File: config.mk
export PLATFORM = sky130hd
export DESIGN_NAME = seq_detector_param
export DESIGN_NICKNAME = d
export VERILOG_FILES = /design/src/rtl/seq_det_pkg.sv /design/src/rtl/seq_det_sat_cnt.sv /design/src/rtl/seq_detector_param.sv
export SDC_FILE = /design/constraint.sdc
export NUM_CORES = 1
export LEC_CHECK = 0
export ABC_AREA = 1
export ABC_CLOCK_PERIOD_IN_PS = 1200
export BUFFER_PORTS_ARGS = -buffer_cell sky130_fd_sc_hd__buf_2
export CAP_MARGIN = 20
export CORE_MARGIN = 1
export CORE_UTILIZATION = 44
export DETAILED_ROUTE_END_ITERATION = 12
export PLACE_DENSITY_LB_ADDON = 0.2
export SLEW_MARGIN = 20
export SYNTH_ARGS = -nofsm -noshare
export SYNTH_HDL_FRONTEND = slang
export SYNTH_SLANG_ARGS = --single-unit
File: constraint.sdc
create_clock -name clk -period 1.2 [get_ports clk]
set_input_delay 0.18 -clock clk [delete_from_list [all_inputs] [get_ports clk]]
set_output_delay 0.18 -clock clk [all_outputs]
set_load 0.005 [all_outputs]
File: src/rtl/seq_det_pkg.sv
// Shared constants and elaboration helpers for the parametrised serial
// sequence detector.
package seq_det_pkg;

  localparam int         SEQDET_DEF_LEN     = 7;
  localparam logic [6:0] SEQDET_DEF_PATTERN = 7'b0111110;
  localparam int         SEQDET_DEF_CNT_W   = 8;

  localparam int SEQDET_MIN_LEN   = 2;
  localparam int SEQDET_MAX_LEN   = 32;
  localparam int SEQDET_MIN_CNT_W = 1;
  localparam int SEQDET_MAX_CNT_W = 32;

  // True when a pattern length can be built.
  function automatic bit seqdet_len_ok(input int len);
    return (len >= SEQDET_MIN_LEN) && (len <= SEQDET_MAX_LEN);
  endfunction

  // True when a hit counter width can be built.
  function automatic bit seqdet_cnt_w_ok(input int w);
    return (w >= SEQDET_MIN_CNT_W) && (w <= SEQDET_MAX_CNT_W);
  endfunction

endpackage

File: src/rtl/seq_det_sat_cnt.sv
// Saturating up-counter with synchronous clear. A clear and an increment
// on the same edge load 1, so the event arriving with the clear is kept.
module seq_det_sat_cnt
  import seq_det_pkg::*;
#(
  parameter int CNT_W = SEQDET_DEF_CNT_W
) (
  input  logic             clk,
  input  logic             rst,
  input  logic             clr,
  input  logic             inc,
  output logic [CNT_W-1:0] count
);

  generate
    if (!seqdet_cnt_w_ok(CNT_W)) begin : g_bad_cnt_w
      $error("seq_det_sat_cnt: CNT_W must be in 1..32");
    end
  endgenerate

  localparam logic [CNT_W-1:0] CNT_MAX = {CNT_W{1'b1}};
  localparam logic [CNT_W-1:0] CNT_ONE = CNT_W'(1);

  // Count events, stop at all-ones, clear on request.
  always_ff @(posedge clk or posedge rst) begin
    if (rst) begin
      count <= '0;
    end else if (clr) begin
      count <= inc ? CNT_ONE : '0;
    end else if (inc && (count != CNT_MAX)) begin
      count <= count + CNT_ONE;
    end
  end

endmodule

File: src/rtl/seq_detector_param.sv
// Parametrised serial sequence detector with overlapping / non-overlapping
// mode and a registered one-cycle hit pulse.
// Optional feature macro: SEQDET_HITCNT_EN -- when defined, a saturating
// hit counter drives hit_cnt and clr_cnt clears it; when undefined,
// hit_cnt is tied to 0 and clr_cnt is ignored.
module seq_detector_param
  import seq_det_pkg::*;
#(
  parameter int                 PAT_LEN = SEQDET_DEF_LEN,
  parameter logic [PAT_LEN-1:0] PATTERN = SEQDET_DEF_PATTERN,
  parameter int                 CNT_W   = SEQDET_DEF_CNT_W
) (
  input  logic             clk,
  input  logic             rst,
  input  logic             en,
  input  logic             din,
  input  logic             overlap,
  input  logic             clr_cnt,
  output logic             hit,
  output logic [CNT_W-1:0] hit_cnt
);

  generate
    if (!seqdet_len_ok(PAT_LEN)) begin : g_bad_len
      $error("seq_detector_param: PAT_LEN must be in 2..32");
    end
    if (!seqdet_cnt_w_ok(CNT_W)) begin : g_bad_cnt_w
      $error("seq_detector_param: CNT_W must be in 1..32");
    end
  endgenerate

  // fill counts valid bits seen, up to PAT_LEN-1; once full, the history
  // plus the incoming bit form a complete candidate window.
  localparam int                FILL_W   = (PAT_LEN > 2) ? $clog2(PAT_LEN) : 1;
  localparam logic [FILL_W-1:0] FILL_MAX = FILL_W'(PAT_LEN - 1);

  logic [PAT_LEN-2:0] history;
  logic [FILL_W-1:0]  fill;
  logic [PAT_LEN-1:0] window;
  logic               match;

  assign window = {history, din};
  assign match  = en && (fill == FILL_MAX) && (window == PATTERN);

  // Shift in valid bits, track fill, and register the detection pulse.
  always_ff @(posedge clk or posedge rst) begin
    if (rst) begin
      history <= '0;
      fill    <= '0;
      hit     <= 1'b0;
    end else begin
      hit <= match;
      if (en) begin
        history <= window[PAT_LEN-2:0];
        // Non-overlapping mode restarts the fill so the next match needs
        // PAT_LEN fresh bits; overlapping mode keeps the window full.
        if (match && !overlap) begin
          fill <= '0;
        end else if (fill != FILL_MAX) begin
          fill <= fill + FILL_W'(1);
        end
      end
    end
  end

`ifdef SEQDET_HITCNT_EN
  seq_det_sat_cnt #(
    .CNT_W (CNT_W)
  ) u_hit_cnt (
    .clk   (clk),
    .rst   (rst),
    .clr   (clr_cnt),
    .inc   (match),
    .count (hit_cnt)
  );
`else
  logic unused_clr_cnt;
  assign unused_clr_cnt = clr_cnt;
  assign hit_cnt        = '0;
`endif

endmodule

**Yosys cells after proc, flatten, opt, wreduce, memory -nomap -nowiden**

Cells that the tools add are included.

- Register bits after elaboration: 10
- Input port bits: 6

- Add/subtract/negate cells: 1
- Eq/ne operators: 3
- Muxes and demuxes: 2
- Reductions and logical operators: 6

Operators with widths:

| cell | count |
|---|---|
| $eq A7 B6 Y1 const B | 1 |
| $mux W3 | 2 |
| $add A3 B1 Y3 const B | 1 |
| $eq A3 B3 Y1 const B | 1 |
| $logic_and A1 B1 Y1 | 3 |
| $ne A3 B3 Y1 const B | 1 |
| $reduce_and A2 Y1 | 1 |
| $reduce_bool A2 Y1 | 1 |
| $logic_not A1 Y1 | 1 |

**Longest topological paths before layout**

- Word-level depth: 6
- Gate-level depth with buffers: 9
- Mapped depth without buffers: 9

**Least setup slack after synthesis**

OpenSTA, ideal clock, no wires.

- Path kind: reg2reg
- From: register fill[0]
- To: register fill[2]
- Setup time: 0.117 ns
- Arrival time: 1.095 ns
- Data required time: 1.083 ns
- Setup slack: -0.012 ns
- Stages on the path, launching flop included: 10
- Path buffers: 0
- Period minus slack after synthesis: 1.212 ns
- Path through: dfrtp_1 -> inv_1 -> ha_1 -> nand2_2 -> nor2_4 -> nand4_4 -> nand2_2 -> nand2_2 -> nand2_1 -> nand2_1

- Cells in the longest elaborated chain, start to end: 6
- Elaborated cells on any way between the ends: 10
- Those cells by class: add/sub (1); eq/ne (2); mux (2); reduce/logical (5)

Ends and longest elaborated chain:

| what | line | source |
|---|---|---|
| start, declared | seq_detector_param.sv:38 | `logic [FILL_W-1:0] fill;` |
| start signal, assigned | seq_detector_param.sv:60 | `fill <= fill + FILL_W'(1);` |
| branches (longest 6 deep; another with $add A3 B1 Y3) | n/a |  |

Parallel ways; which one is timed is not known. The select of a mux whose other input is x is not followed.
A chain may end at the register's enable or synchronous reset.

**Worst setup path in the final report**

Same ends and word-level chain as after synthesis.

==> impl_summary.log <==
INFO  metric timing.critical_path.required = 1.35 ns
INFO  metric synth_cell_types = 17
INFO  metric rsz0062_at_grt = yes
INFO  metric yosys-mux-area-fraction = 0%
INFO  metric timing.critical_path.cells = inv_2 -> ha_4 -> nand2_4 -> nor2_4 -> nand4_4 -> nand2_2 -> nand2_2 -> nand2_1 -> nand2_1
INFO  metric area.growth.synth_to_final = 20.6%
INFO  metric worst_hold_path_type = input port to flip-flop
INFO  metric compound_cell_area_share_of_the_yosys_netlist = 1.68%
INFO  metric number_of_global_route_vias_before_repair = 424
INFO  metric number_of_nets_in_the_layout = 96
INFO  metric cts_root_buf = sky130_fd_sc_hd__clkbuf_4
INFO  metric grt_start_max_net_pins = 11
INFO  metric wire_length_per_cell = 11.5 um
INFO  metric chipWidth = 38.8 um
INFO  metric grt_pass1_wl = 1750 um
INFO  metric ant_nets = 0
INFO  metric worst_setup_path_start_kind = flip-flop
INFO  metric slew_violations = 0
INFO  metric routed_wirelength = 1150 um
INFO  metric remaining_drc_errors = 0
INFO  metric maxClockFrequency = 0.797 GHz
INFO  metric finClkSkew = 0.00150 ns
INFO  metric die_h = 38.8 um
INFO  metric cts_tree = yes
INFO  metric timing.critical_path.buf_inv = 1
INFO  metric io_buffers = 5
INFO  metric post_synthesis_cell_area = 594 sq um
INFO  metric status = complete, but fails checks
INFO  metric pwr_density_cell = 1650 nW/um^2
INFO  metric dp.final_hpwl = 716 um
INFO  metric worst_skew_pair.late_latency = 0.26 ns
INFO  metric final_min_period_over_clock_period = 105%
INFO  metric path_class = flip-flop to flip-flop
INFO  metric cell_type_group_with_the_largest_total_delay_on_the_critical_path = simple AND/OR/NAND/NOR gates
INFO  metric globalRouteTotalUtil = 19.2%
INFO  metric crit_path_top_delay_cell = sky130_fd_sc_hd__dfrtp_1
INFO  metric ioPinCount = 15
INFO  metric leading_cell_type_in_the_layout_fill_and_taps_excluded = sky130_fd_sc_hd__nand2_1
INFO  metric floorplan.initialDensity = 50.1%
INFO  metric post_route_cells_drive_above_1_share = 32.6%
INFO  metric critical_path.max_stage_delay = 0.40 ns
INFO  metric dr_total_vias = 508
INFO  metric antenna_cells_inserted = 0
INFO  metric ys_seq_area_share = 42.1%
INFO  metric drt_iter0_drc = 11
INFO  metric finalSetupTns = -0.133 ns
INFO  metric die_area = 1500 sq um
INFO  metric synth-simple-area-share = 32.8%
INFO  metric post_synth_xor_area_fraction = 1.47%
INFO  metric timing.final.ws_setup = -0.0552 ns
INFO  metric drtPass1Iterations = 4
INFO  metric report.final.setup_viol = 3
INFO  metric standby_leakage_power = 0.409 nW
INFO  metric worst_setup_hold_path_clk_slew = 0.06 ns
INFO  metric ctsHtreeMaxLevel = 1
INFO  metric globalRouteOverflowTotal = 0
INFO  metric floorplan.core_area = 1190 sq um
INFO  metric numCtsBuffers = 3
INFO  metric syn-instance-count = 69
INFO  metric synth_area_per_cell = 8.61 sq um
INFO  metric violated_checks = setup timing
INFO  metric place_worst_setup_slack = -0.0807 ns
INFO  metric post_synth_fa_ha_maj_area_fraction = 4.21%
INFO  metric gp_congestion = 0.765
INFO  metric yosysWarnings = 0
INFO  metric bufs_on_longest_clock_path = 2
INFO  metric ys_ff_latch = 10
INFO  metric vias_per_cell = 5.08
INFO  metric critical_path_peak_fanout = 4
INFO  metric mostFrequentLayoutCells = sky130_fd_sc_hd__nand2_1 (23), sky130_fd_sc_hd__dfrtp_1 (10), sky130_fd_sc_hd__buf_4 (10)
INFO  metric clock-sinks = 10
INFO  metric synth_top_family_by_area = simple AND/OR/NAND/NOR gates
INFO  metric timing.critical_path.to_type = flip-flop
INFO  metric std_cell_rows = 12
INFO  metric worst_ir_drop_vdd = 930 uV
INFO  metric arrival = 1.40 ns
INFO  metric final-hold-violation-count = 0
INFO  metric cap_viol_max_count = 0
INFO  metric antenna_found_initial = 0
INFO  metric post_layout_min_period = 1.26 ns
==> power breakdown <==
part           internal [mW]  total [mW]  leakage [nW]  switching, mW
Clock                  0.116       0.224        0.0138          0.108
Combinational          0.246       0.462         0.267          0.217
Sequential             0.411       0.496         0.127         0.0846
==> path summary, 6_finish.rpt <==
kind	startpoint	end	slack [ns]	cells after the start
max in group asynchronous	rst	history[4]$_DFFE_PP0P_	0.47	3
setup reg to reg	fill[0]$_DFFE_PP0P_	fill[2]$_DFFE_PP0P_	-0.06	9
setup / recovery	fill[0]$_DFFE_PP0P_	fill[2]$_DFFE_PP0P_	-0.06	9
hold reg to reg	history[4]$_DFFE_PP0P_	history[4]$_DFFE_PP0P_	0.52	2
min in group asynchronous	rst	history[5]$_DFFE_PP0P_	0.45	3
hold / removal	din	history[0]$_DFFE_PP0P_	0.21	3
==> final cells by class <==
type	count	area [sq um]
inverters	8	30.0
clock buffers	3	22.5
multi-input cells	49	287
repair buffers	16	110
fillers	105	469
well taps	14	17.5
flip-flops and latches	10	250
==> cell usage after synthesis <==
cell type	number	area [sq um]
sky130_fd_sc_hd__nor2_4	3	33.8
sky130_fd_sc_hd__inv_1	7	26.3
sky130_fd_sc_hd__nand4_1	4	25.0
sky130_fd_sc_hd__o21ai_1	1	5.00
sky130_fd_sc_hd__buf_6	1	11.3
sky130_fd_sc_hd__nand3_1	1	5.00
sky130_fd_sc_hd__nand4_4	1	21.3
sky130_fd_sc_hd__conb_1	1	3.75
sky130_fd_sc_hd__ha_1	2	25.0
sky130_fd_sc_hd__inv_2	1	3.75
sky130_fd_sc_hd__nand2_1	23	86.3
sky130_fd_sc_hd__nor3_1	1	5.00
sky130_fd_sc_hd__dfrtp_1	10	250
sky130_fd_sc_hd__xor2_1	1	8.76
sky130_fd_sc_hd__nand2_2	3	18.8
sky130_fd_sc_hd__o21ai_0	1	5.00
sky130_fd_sc_hd__buf_4	8	60.1
==> sequential cells by signal, summed over array words and instances (netlist names) <==
signal	flops
history	6
hit	1
fill	3
==> worst register-to-register path, stage by stage (launching register included) <==
cell and delay [ns]:
sky130_fd_sc_hd__dfrtp_1 0.40, sky130_fd_sc_hd__inv_2 0.09, sky130_fd_sc_hd__ha_4 0.13, sky130_fd_sc_hd__nand2_4 0.05, sky130_fd_sc_hd__nor2_4 0.09, sky130_fd_sc_hd__nand4_4 0.11, sky130_fd_sc_hd__nand2_2 0.08, sky130_fd_sc_hd__nand2_2 0.07
sky130_fd_sc_hd__nand2_1 0.08, sky130_fd_sc_hd__nand2_1 0.05
==> stage by stage <==
stage               utilization (%)  instances  cell area [sq um]  hold slack, ns  total power [mW]
finish                         60.4        100                717           0.207              1.18
global route                   60.4        100                717           0.230              1.27
CTS                            60.4        100                717           0.199              1.18
detailed placement             54.3         93                644           0.176             0.845
global placement               54.3         93                644           0.176             0.827
floorplan                         -         76                621          0.0202             0.708
==> per-layer routing <==
metal	vias to the layer above	share of wire, %	global-route usage, %
li1	238	-	-
met2	24	48	27.1
met3	8	6.0	8.67
met4	0	2.7	15.5
met1	238	43	21.7
met5	-	0	0
==> cell families (layout without fill, tap and decap cells) <==
family                     Yosys count  in the layout
AOI/OAI and AO/OA                    2              2
xor gates and xnor gates             1              1
other                                1              8
adders and majority gates            2              2
and+or+nand+nor                     36             36
buffers and inverters               17             27
DFF                                 10             10
==> repair_timing <==
| action | CTS | global route |
|---|---|---|
| resized for setup | 4 | 0 |
| gates cloned | 0 | 0 |
| hold buffers | 1 | 0 |
| endpoints found under the hold margin | 10 | 0 |
| buffers inserted | 3 | 0 |
| endpoints found under the setup margin | 3 | 3 |
| pin swaps | 5 | 2 |
No activity file was read; power rests on OpenSTA's default activity.
